--- src/rtl/legv8_pkg.sv ---
// Shared LEGv8 datapath definitions: immediate format selects and field constants.
package legv8_pkg;

    localparam int unsigned INSN_FIELD_W = 26;
    localparam int unsigned SEU_W        = 3;
    localparam int unsigned BR_SHIFT     = 2;

    // Immediate format select; 3'b101..3'b111 are undefined encodings.
    typedef enum logic [SEU_W-1:0] {
        SEU_ALU_IMM = 3'b000,
        SEU_DT      = 3'b001,
        SEU_B       = 3'b010,
        SEU_CB      = 3'b011,
        SEU_MOVW    = 3'b100
    } seu_e;

endpackage

--- src/rtl/imm_ext_comb.sv ---
// Combinational immediate decode and extension for the LEGv8 formats.
// Ports:
//   address   : instruction bits [25:0]
//   seu       : format select (legv8_pkg::seu_e encoding)
//   bus_c     : extended immediate, DATA_W bits
//   illegal_c : format select is not a defined encoding
module imm_ext_comb
    import legv8_pkg::*;
#(
    parameter int unsigned DATA_W = 64
) (
    input  logic [INSN_FIELD_W-1:0] address,
    input  logic [SEU_W-1:0]        seu,
    output logic [DATA_W-1:0]       bus_c,
    output logic                    illegal_c
);

    logic [DATA_W-1:0] sx_dt;
    logic [DATA_W-1:0] sx_b;
    logic [DATA_W-1:0] sx_cb;
    logic [DATA_W-1:0] mov_imm;
    logic [5:0]        mov_sh;

    // Sign-extended fields, before any branch scaling.
    assign sx_dt   = {{(DATA_W-9){address[20]}}, address[20:12]};
    assign sx_b    = {{(DATA_W-26){address[25]}}, address[25:0]};
    assign sx_cb   = {{(DATA_W-19){address[23]}}, address[23:5]};
    assign mov_imm = DATA_W'(address[20:5]);
    // MOVW shift amount is 16 * hw.
    assign mov_sh  = {address[22:21], 4'b0000};

    // Format mux; undefined selects give zero and raise illegal.
    always_comb begin
        bus_c     = '0;
        illegal_c = 1'b0;
        case (seu)
            SEU_ALU_IMM: bus_c = DATA_W'(address[21:10]);
            SEU_DT:      bus_c = sx_dt;
            SEU_B:       bus_c = sx_b << BR_SHIFT;
            SEU_CB:      bus_c = sx_cb << BR_SHIFT;
            SEU_MOVW: begin
                if (32'(mov_sh) >= DATA_W) begin
                    bus_c = '0;
                end else begin
                    bus_c = mov_imm << mov_sh;
                end
            end
            default:     illegal_c = 1'b1;
        endcase
    end

endmodule

--- src/rtl/imm_ext_pipe.sv ---
// Two-stage pipelined immediate extension and PC-relative target unit.
// Ports:
//   clk, rst            : clock, async active-high reset
//   flush               : synchronous kill of both stages; same-cycle input dropped
//   in_valid/in_ready   : input handshake (in_ready never depends on in_valid)
//   address, seu, pc, tag : input beat payload
//   out_valid/out_ready : output handshake; outputs held while stalled
//   bus, target         : extended immediate and pc + bus (mod 2^DATA_W)
//   out_tag, illegal    : passthrough tag and undefined-format flag
module imm_ext_pipe
    import legv8_pkg::*;
#(
    parameter int unsigned DATA_W = 64,
    parameter int unsigned TAG_W  = 5
) (
    input  logic                    clk,
    input  logic                    rst,
    input  logic                    flush,
    input  logic                    in_valid,
    output logic                    in_ready,
    input  logic [INSN_FIELD_W-1:0] address,
    input  logic [SEU_W-1:0]        seu,
    input  logic [DATA_W-1:0]       pc,
    input  logic [TAG_W-1:0]        tag,
    output logic                    out_valid,
    input  logic                    out_ready,
    output logic [DATA_W-1:0]       bus,
    output logic [DATA_W-1:0]       target,
    output logic [TAG_W-1:0]        out_tag,
    output logic                    illegal
);

    logic                    s1_valid;
    logic [INSN_FIELD_W-1:0] s1_address;
    logic [SEU_W-1:0]        s1_seu;
    logic [DATA_W-1:0]       s1_pc;
    logic [TAG_W-1:0]        s1_tag;

    logic                    s2_advance_c;
    logic [DATA_W-1:0]       ext_bus_c;
    logic                    ext_illegal_c;
    logic [DATA_W-1:0]       target_c;

    // S2 is free when empty or its beat leaves this cycle.
    assign s2_advance_c = !out_valid || out_ready;
    assign in_ready     = !s1_valid || s2_advance_c;

    // Stage S1: capture the input beat.
    always_ff @(posedge clk or posedge rst) begin
        if (rst) begin
            s1_valid   <= 1'b0;
            s1_address <= '0;
            s1_seu     <= '0;
            s1_pc      <= '0;
            s1_tag     <= '0;
        end else if (flush) begin
            s1_valid <= 1'b0;
        end else if (in_ready) begin
            // S1 is empty or moving on, so its next occupancy is the offered beat.
            s1_valid <= in_valid;
            if (in_valid) begin
                s1_address <= address;
                s1_seu     <= seu;
                s1_pc      <= pc;
                s1_tag     <= tag;
            end
        end
    end

    imm_ext_comb #(
        .DATA_W (DATA_W)
    ) u_ext (
        .address   (s1_address),
        .seu       (s1_seu),
        .bus_c     (ext_bus_c),
        .illegal_c (ext_illegal_c)
    );

    assign target_c = s1_pc + ext_bus_c;

    // Stage S2: register the computed beat; held while stalled.
    always_ff @(posedge clk or posedge rst) begin
        if (rst) begin
            out_valid <= 1'b0;
            bus       <= '0;
            target    <= '0;
            out_tag   <= '0;
            illegal   <= 1'b0;
        end else if (flush) begin
            out_valid <= 1'b0;
        end else if (s2_advance_c) begin
            out_valid <= s1_valid;
            if (s1_valid) begin
                bus     <= ext_bus_c;
                target  <= target_c;
                out_tag <= s1_tag;
                illegal <= ext_illegal_c;
            end
        end
    end

endmodule

--- config.mk ---
export PLATFORM = sky130hd
export DESIGN_NAME = imm_ext_pipe
export DESIGN_NICKNAME = d
export VERILOG_FILES = /design/src/rtl/legv8_pkg.sv /design/src/rtl/imm_ext_comb.sv /design/src/rtl/imm_ext_pipe.sv
export SDC_FILE = /design/constraint.sdc
export NUM_CORES = 1
export LEC_CHECK = 0
export CAP_MARGIN = 20
export CORE_MARGIN = 2
export CORE_UTILIZATION = 40
export CTS_CLUSTER_SIZE = 25
export DETAILED_ROUTE_END_ITERATION = 7
export DONT_BUFFER_PORTS = 1
export GPL_TIMING_DRIVEN = 0
export PLACE_DENSITY = 0.61
export SYNTH_ARGS = -nofsm -noshare
export SYNTH_HDL_FRONTEND = slang
export SYNTH_HIERARCHICAL = 1
export SYNTH_SLANG_ARGS = --single-unit
--- constraint.sdc ---
create_clock -name clk -period 10.9 [get_ports clk]
set_clock_uncertainty 0.05 [all_clocks]
set_input_delay 2.18 -clock clk [delete_from_list [all_inputs] [get_ports clk]]
set_output_delay 2.18 -clock clk [all_outputs]
set_load 0.005 [all_outputs]
==> results by group, run 1 <==
Global route
  • Initial antenna violation count: 5
  • Total grt overflow: 0
  • Total GRT Usage: 23.8%
  • Pin count of the biggest net entering global routing: 128
  • First-pass GRT wire length: 64700 um
  • Vias in the first global route: 11000

Cells and area
  • Most frequent cells in the layout: nand2_1 (337), dfrtp_1 (234), mux2_2 (101)
  • Final Instance Area: 14900 um^2
  • Fill cells: about 3200
  • Most common cell after layout, fill and taps aside: nand2_1
  • Net total in the final layout: 1615
  • Fraction of layout cells with a size suffix above 1: a little over an eighth
  • Final Non-Filler Cells: 1918
  • Area Overhead vs Synth: 11.0%

Power
  • Flop pwr share: 39.3%
  • Combinational power share: 34.3%
  • Pleak: 7.16 nW
  • Pwr Total: 3.36 mW
  • Sw power: ~1.3 mW
  • Clk pwr share: a little over a quarter
  • Internal Power: 2.09 mW
  • Power Density: around 230 nW/um^2
  • VDD IR max: ~0.00012 V
  • Sw Share: 37.9%

Critical path
  • Chain of cells forming the critical path: buf_4, buf_2, buf_2, a221oi_1, nor3_1, ha_1, a211oi_1, o21bai_1, a21oi_1, a211oi_2, o31ai_1, a21oi_1, a211oi_2, o21bai_1, xnor2_1, o21ai_0
  • Crit Path Max Fanout: 10
  • CP endpoint kind: flip-flop
  • Startpoint Class: flip-flop
  • Worst stage delay on the critical path: about 0.57 ns
  • Crit path buf inv count: 3
  • Crit-path leading delay family: compound AO/OA/AOI/OAI gates
  • CP max-delay cell: nor3_1
  • Critical path class: flip-flop to flip-flop
  • WP data arrival: 5.44 ns
  • Worst Path Required: 11.24 ns

Placement
  • Setup WS pre-CTS: 5.74 ns
  • Port bufs: 0
  • Dpl cells: 1867
  • GPL Wtd Cong: 0.890
  • HPWL Detailed: 32700 um
  • Post-DP Area: between 10000 and 15000 um^2

STA
  • Worst slew margin: 28.2%
  • Final cycle utilization of the critical path: 46.8%
  • Min Hold Slack: 0.416 ns
  • Fin. Hold Viols: 0
  • Tmin final: 5.10 ns
  • Max Clk Rate: 196 MHz
  • RSZ-0062 raised after global routing: false
  • Max Transition Viols Final: 0
  • Final worst slack: 5.80 ns
  • Slew @ Worst Pin: 1.08 ns
  • Final setup violation count: 0

Clock network
  • Hold-fix buffers, CTS: 0
  • Resize count post-CTS: 0
  • Clk slew on worst S/H paths: 0.06 ns
  • Htree depth: 1
  • Num Clock Sinks: 234
  • CTS tree: built
  • Num CTS Buffers: 27
  • Post-CTS Setup Bufs: 0
  • Clock Tree Buf Depth: 3
  • Clock latency on the worst-skew pair: 0.54 ns
  • Root Driver: clkbuf_16

Logic synthesis
  • Number of synthesized flops with an enable pin: 0
  • Synth Warn #: 6
  • Top FF cell, synth: dfrtp_1
  • Syn avg cell area: between 9 and 10 um^2
  • Mapped Cells: 1417
  • Post-synthesis register bit count: ~230
  • Seq/Total Area, Yosys: 43.6%
  • Number of distinct library cells after synthesis: 75
  • Mapped Nets: 1584
  • Mapped Area: 13400 um^2
  • Async SR Flop Fraction: 100%

Routing
  • WL/cell: 22.2 um
  • Number of nets with antenna violations after routing: 0
  • DRT Pass-1 Iters: 5
  • DRC: 0
  • Post-DR vias/cell: 5.59
  • Total Wirelength: 42500 um
  • Via Count: 10700
  • Iteration-0 DRC count of the detailed router: 730

Floorplan
  • Die Area: 35000 um^2
  • Num rows: 67
  • Initial Util: approximately 40%
  • Core Area: 33300 um^2
  • Die width: ~190 um
  • IO Count: between 200 and 250
  • Die Ht: around 190 um

Job
  • Max-Cap Viols: 0

Status
  • Outcome: finished, final reports clean

Hold path
  • Hold Crit Class: flip-flop to flip-flop
[kinds of logic after synthesis]
logic type / share of synthesized area, %
AO/OA/AOI/OAI: 17.5
XOR/XNOR: 3.72
adder cells (fa/ha/maj): 6.02
buffers and inverters: 3.54
flip-flops: 43.6
multiplexers: 9.84
AND/OR/NAND/NOR: 15.7
[sequential cells by signal (all words and copies together) (netlist names)]
name	flops
target	64
s1_pc	64
s1_valid	1
s1_seu	3
s1_tag	5
out_valid	1
out_tag	5
illegal	1
s1_address	26
bus	64
[metrics by stage]
step | TNS, ns | util [%]
after floorplan | 0 | -
after global placement | -77.60 | 42.0
after detailed placement | 0 | 42.1
after CTS | 0 | 44.7
after global routing | 0 | 44.7
final | 0 | 44.7
[cell type report]
cell class	instances	area [um^2]	share of cell area (%)
Multi-Input combinational cell	1078	7090	47.6
Sequential cell	234	5860	39.3
Clock buffer	35	746	5.01
Tap cell	448	561	3.76
Buffer	85	400	2.69
Clock inverter	10	111	0.748
Inverter	20	82.6	0.554
Timing Repair Buffer	2	35.0	0.235
Antenna cell	6	15.0	0.101
[worst reg2reg max path: stages, from the launching register on]
cell	delay (ns)
dfrtp_1	0.37
buf_4	0.19
buf_2	0.27
buf_2	0.27
a221oi_1	0.08
nor3_1	0.57
ha_1	0.38
a211oi_1	0.27
o21bai_1	0.15
a21oi_1	0.51
a211oi_2	0.19
o31ai_1	0.52
a21oi_1	0.20
a211oi_2	0.50
o21bai_1	0.17
xnor2_1	0.20
o21ai_0	0.10
[metal layers]
metal	GRT usage [%]	up-vias	part of all wire, %
met3	6.29	77	7.6
met5	0	-	0.085
li1	-	5092	-
met2	39.2	347	46
met1	30.8	5195	43
met4	7.14	6	2.6
[cells in the mapped netlist, types with 16 or more instances]
| master | count | share of area (%) |
|---|---|---|
| nand2_1 | 337 | 9.4 |
| dfrtp_1 | 234 | 44 |
| mux2_2 | 101 | 8.5 |
| o21ai_0 | 98 | 3.7 |
| a21oi_1 | 82 | 3.1 |
| a21o_1 | 66 | 3.7 |
| ha_1 | 63 | 5.9 |
| clkbuf_1 | 57 | 1.6 |
| nor2_1 | 45 | 1.3 |
| xnor2_1 | 37 | 2.4 |
| inv_1 | 20 | 0.56 |
| nand4_1 | 20 | 0.93 |
| xor2_1 | 20 | 1.3 |
| nand3_1 | 17 | 0.63 |
| o21bai_1 | 16 | 0.90 |
[path summary, 6_finish.rpt]
kind / start / end / slack, ns / cells past startpoint
hold / removal: s1_tag[3] / out_tag[3] / 0.42 / 2
max in group asynchronous: rst / s1_address[5] / 8.15 / 2
min in group asynchronous: rst / target[18] / 1.54 / 1
setup / recovery: s1_seu[0] / target[53] / 5.80 / 16
hold reg to reg: s1_tag[3] / out_tag[3] / 0.42 / 2
setup reg to reg: s1_seu[0] / target[53] / 5.80 / 16
[power by group through the flow]
stage	Combinational (mW)	Sequential, mW	Clock (mW)
2_1_floorplan	0.881	1.25	0
3_3_place_gp	1.13	1.34	0
3_5_place_dp	1.14	1.34	0
4_1_cts	1.15	1.33	0.907
5_1_grt	1.29	1.35	0.945
6_report	1.15	1.32	0.889
No activity file was read; power rests on OpenSTA's default activity.
==> run 2, diff against run 1 <==
- clock period: 10.9 -> 5.3 ns (I/O delays scaled with it)
==> results by group, run 2 (same netlist as run 1, synthesis figures left out) <==
Status
  • Outcome: finished, final reports clean

Clock network
  • Clk slew on worst S/H paths: 0.07 ns
  • Num CTS Buffers: 26
  • Root Driver: clkbuf_16
  • Htree depth: 1
  • Clock Tree Buf Depth: 3
  • CTS tree: built
  • Hold-fix buffers, CTS: 0
  • Num Clock Sinks: 234
  • Clock latency on the worst-skew pair: 0.56 ns

Floorplan
  • Die Ht: around 190 um
  • Num rows: 67
  • Initial Util: 40.3%
  • Die width: 187 um
  • IO Count: approximately 240
  • Die Area: 35000 um^2
  • Core Area: 33300 um^2

STA
  • Fin. Hold Viols: 0
  • Worst slew margin: 31.5%
  • Final setup violation count: 0
  • RSZ-0062 raised after global routing: false
  • Slew @ Worst Pin: 1.03 ns
  • Max Transition Viols Final: 0
  • Final cycle utilization of the critical path: roughly nine tenths
  • Tmin final: 4.85 ns
  • Min Hold Slack: between 0.4 and 0.5 ns
  • Max Clk Rate: 206 MHz

Power
  • Sw power: 2.65 mW
  • Sw Share: 37.9%
  • Internal Power: 4.34 mW
  • Pleak: 7.21 nW
  • Combinational power share: 34.3%
  • Clk pwr share: 26.9%
  • Power Density: 466 nW/um^2
  • Flop pwr share: roughly 39%
  • VDD IR max: 0.000321 V

Critical path
  • Chain of cells forming the critical path: buf_4, nor2_1, and3_1, buf_2, o2bb2ai_1, ha_1, a21oi_1, o21ai_0, o211a_1, o21ai_0, nor3_1, or3_1, a31o_2, a31o_2, mux2i_1, o211ai_1
  • CP endpoint kind: flip-flop
  • Critical path class: flip-flop to flip-flop
  • Worst stage delay on the critical path: 0.56 ns
  • Crit-path leading delay family: compound AO/OA/AOI/OAI gates
  • WP data arrival: 5.22 ns
  • Startpoint Class: flip-flop
  • Crit Path Max Fanout: 10
  • Crit path buf inv count: 2
  • Worst Path Required: 5.67 ns
  • CP max-delay cell: o21ai_0

Routing
  • DRT Pass-1 Iters: 5
  • Total Wirelength: ~43000 um
  • Number of nets with antenna violations after routing: 0
  • Iteration-0 DRC count of the detailed router: 773
  • Post-DR vias/cell: 5.60
  • Via Count: 10800
  • DRC: 0
  • WL/cell: 22.2 um

Cells and area
  • Area Overhead vs Synth: 11.9%
  • Most common cell after layout, fill and taps aside: nand2_1
  • Fill cells: around 3300
  • Most frequent cells in the layout: nand2_1 (337), dfrtp_1 (234), mux2_2 (101)
  • Fraction of layout cells with a size suffix above 1: 13.8%
  • Final Non-Filler Cells: 1926
  • Largest registers in the final layout: bus: 64 flops, s1_pc: 64 flops, target: 64 flops
  • Net total in the final layout: 1618

Global route
  • Pin count of the biggest net entering global routing: 44
  • Vias in the first global route: 10800
  • Total grt overflow: 0
  • Initial antenna violation count: 5
  • First-pass GRT wire length: 65100 um
  • Total GRT Usage: between 20 and 25%

Job
  • Max-Cap Viols: 0

Placement
  • HPWL Detailed: 33000 um
  • Dpl cells: 1871
  • GPL Wtd Cong: 0.896
  • Port bufs: 0

Hold path
  • Hold Crit Class: flip-flop to flip-flop
==> run 2: cell types whose count changed in the layout (fill, tap and decap cells not counted), sizes merged <==
cell / delta
buf: +4
clkinvlp: +2
clkinv: +1
inv: -2
diode: +1
clkbuf: +2
==> run 2: layout make-up <==
type	count	area [um^2]	area share (%)
Multi-Input combinational cell	1078	7100	47.2
Buffer	85	400	2.67
Clock inverter	11	120	0.800
Inverter	20	78.8	0.525
Timing Repair Buffer	6	108	0.716
Tap cell	448	561	3.73
Sequential cell	234	5860	39.0
Clock buffer	37	783	5.21
Antenna cell	7	17.5	0.117
==> run 2: final timing paths <==
path                                 from         end  slack (ns)  depth (start not counted)
worst max-delay path            s1_seu[0]  target[62]        0.45                         16
worst min-delay path            s1_tag[0]  out_tag[0]        0.41                          2
min in group asynchronous             rst  target[17]        0.49                          1
max in group asynchronous             rst   s1_pc[55]        3.45                          4
worst min register to register  s1_tag[0]  out_tag[0]        0.41                          2
worst max register to register  s1_seu[0]  target[62]        0.45                         16
==> run 2: power groups by stage <==
stage	Clock [mW]	Sequential, mW	Combinational, mW
CTS	1.93	2.73	2.38
global route	1.99	2.78	2.68
floorplan	0	2.56	1.81
finish	1.88	2.71	2.40
global placement	0	2.74	2.33
detailed placement	0	2.75	2.36
==> run 2: through the flow <==
stage               setup WS [ns]  instance area, um^2  util [%]  TNS, ns  total power [mW]
floorplan                    1.13                13400         -        0              4.38
global placement           -0.170                14000      42.0   -32.22              5.07
detailed placement          0.196                14100      42.3        0              5.11
CTS                         0.161                15000      45.1        0              7.03
global route                0.154                15000      45.1        0              7.46
finish                      0.446                15000      45.1        0              7.00
==> run 2: worst reg2reg max path: stages, from the launching register on <==
cell	delay (ns)
dfrtp_1	0.39
buf_4	0.18
nor2_1	0.24
and3_1	0.27
buf_2	0.25
o2bb2ai_1	0.24
ha_1	0.38
a21oi_1	0.23
o21ai_0	0.22
o211a_1	0.31
o21ai_0	0.56
nor3_1	0.18
or3_1	0.41
a31o_2	0.29
a31o_2	0.26
mux2i_1	0.15
o211ai_1	0.10
==> run 2: metal layers <==
| layer | global-route usage [%] | routed length, um | up-vias |
|---|---|---|---|
| li1 | - | - | 5085 |
| met1 | 31.4 | 18200 | 5252 |
| met2 | 38.9 | 19900 | 374 |
| met3 | 6.42 | 3260 | 81 |
| met4 | 8.39 | 1340 | 2 |
| met5 | 0 | 8 | - |
==> run 2: what timing repair did <==
| item | in CTS | in global routing |
|---|---|---|
| endpoints found under the setup margin | 0 | 5 |
| buffers inserted | 0 | 0 |
| resized for setup | 0 | 2 |
==> run 3, diff against run 2 <==
- CORE_UTILIZATION: 40 -> 30
- PLACE_DENSITY: 0.61 -> 0.51
==> results by group, run 3 (same netlist as run 1, synthesis figures left out) <==
Status
  • Outcome: finished, final reports clean

Routing
  • WL/cell: 22.8 um
  • Iteration-0 DRC count of the detailed router: 804
  • DRT Pass-1 Iters: 6
  • Post-DR vias/cell: 5.23
  • Number of nets with antenna violations after routing: 0
  • Met1 wire length: 20100 um
  • WL met3: 3050 um
  • Total Wirelength: between 40000 and 50000 um
  • Max Used Layer: met5
  • Via Count: 10800
  • DRC: 0
  • Met2 wire len: 22600 um

Cells and area
  • Final Instance Area: around 15000 um^2
  • Area Overhead vs Synth: 13.8%
  • Final Non-Filler Cells: slightly above 2000
  • Largest registers in the final layout: bus: 64 flops, s1_pc: 64 flops, target: 64 flops
  • Fill cells: 4547
  • Most common cell after layout, fill and taps aside: nand2_1
  • Most frequent cells in the layout: nand2_1 (337), dfrtp_1 (234), mux2_2 (101)
  • Net total in the final layout: 1622
  • Fraction of layout cells with a size suffix above 1: 14.2%

Global route
  • Total GRT Usage: 20.1%
  • First-pass GRT wire length: 71000 um
  • Initial antenna violation count: 9
  • Pin count of the biggest net entering global routing: 43
  • Total grt overflow: 0
  • Vias in the first global route: roughly 11000

Clock network
  • Num CTS Buffers: 29
  • CTS tree: built
  • Hold-fix buffers, CTS: 0
  • Resize count post-CTS: 1
  • Clock Tree Buf Depth: 3
  • Num Clock Sinks: around 230
  • Root Driver: clkbuf_16
  • Post-CTS Setup Bufs: 0
  • Clk slew on worst S/H paths: 0.06 ns
  • Clock latency on the worst-skew pair: 0.57 ns
  • Htree depth: 1

Critical path
  • Worst stage delay on the critical path: ~0.69 ns
  • Crit-path leading delay family: compound AO/OA/AOI/OAI gates
  • Setup slack, reg-to-reg: between 0.3 and 0.4 ns
  • Crit Path Max Fanout: 10
  • WP data arrival: 5.33 ns
  • Chain of cells forming the critical path: buf_6, nor2b_4, and3b_1, buf_6, buf_6, a221o_1, ha_1, a21o_1, a211o_1, a31oi_1, nor4_2, a221oi_1, a21oi_1, a211oi_2, o21bai_1, xnor2_1, o21ai_0
  • CP endpoint kind: flip-flop
  • Crit-path most repeated cell: buf_6
  • Worst Path Required: 5.68 ns
  • CP max-delay cell: a221oi_1
  • Critical path class: flip-flop to flip-flop
  • Crit path buf inv count: 3
  • Startpoint Class: flip-flop

Floorplan
  • Core Area: 44200 um^2
  • Die Ht: ~220 um
  • Die width: 215 um
  • Num rows: 77
  • Initial Util: 30.3%
  • IO Count: between 200 and 250
  • Die Area: 46400 um^2

STA
  • Max Clk Rate: 202 MHz
  • Slew @ Worst Pin: 0.961 ns
  • Final cycle utilization of the critical path: 93.3%
  • Final worst slack: 0.354 ns
  • Fin. Hold Viols: 0
  • Worst slew margin: 36.0%
  • Final setup violation count: 0
  • Tmin final: 4.95 ns
  • Min Hold Slack: 0.413 ns
  • RSZ-0062 raised after global routing: false
  • Max Transition Viols Final: 0

Placement
  • Port bufs: 0
  • Post-DP Area: 14300 um^2
  • HPWL Detailed: 37000 um
  • Dpl cells: approximately 2000
  • GPL Wtd Cong: 0.905
  • Setup WS pre-CTS: -0.0668 ns

Power
  • VDD IR max: about 0.00024 V
  • Pleak: between 7 and 8 nW
  • Power Density: 468 nW/um^2

Job
  • Max-Cap Viols: 0

Hold path
  • Hold Crit Class: flip-flop to flip-flop
run 3: changes by cell type in the layout (fill, tap and decap cells not counted), moves of 2 or more:
| cell | delta |
|---|---|
| clkinv_2 | +3 |
| clkinvlp_4 | +3 |
| diode_2 | -4 |
| clkbuf_16 | +2 |
| clkbuf_8 | -3 |
| clkinv_4 | -2 |
run 3: worst paths after layout:
check / startpoint / end / cells past startpoint
worst max-delay path: s1_seu[2] / target[53] / 17
worst min-delay path: s1_tag[4] / out_tag[4] / 2
worst max register to register: s1_seu[2] / target[53] / 17
worst min register to register: s1_tag[4] / out_tag[4] / 2
max in group asynchronous: rst / target[54] / 4
min in group asynchronous: rst / target[17] / 1
run 3: stage by stage:
stage | utilization, % | setup TNS, ns | total power, mW
6_report | 34.5 | 0 | 7.15
5_1_grt | 34.5 | 0 | 7.62
3_3_place_gp | 32.0 | -72.66 | 5.16
4_1_cts | 34.5 | 0 | 7.22
3_5_place_dp | 32.3 | -0.116 | 5.20
2_1_floorplan | - | 0 | 4.38
run 3: report_power, final:
part / internal (mW) / leakage [nW] / switching [mW]
combinational: 0.962 / 3.88 / 1.45
clock: 1.16 / 0.452 / 0.832
sequential: 2.26 / 2.90 / 0.491
run 3: cell type report:
type                       instances  area [um^2]  area share (%)
antenna                            3         7.51          0.0492
timing repair buffer               7          135           0.885
multi-input combinational       1078         7100            46.5
sequential                       234         5860            38.4
clock inverter                    16          149           0.975
buffer                            85          400            2.62
inverter                          20         78.8           0.516
tap                              592          741            4.85
clock buffer                      37          796            5.21
run 3: metal layers:
layer,track usage [%],up-vias
li1,-,5097
met3,4.99,79
met1,25.3,5340
met4,5.45,6
met2,34.3,317
met5,0,-
run 3: worst min-delay path: cells and delay by family (launching register included):
kind             cells  cell delay [ns]
and+or+nand+nor      2             0.10
DFF                  1             0.34
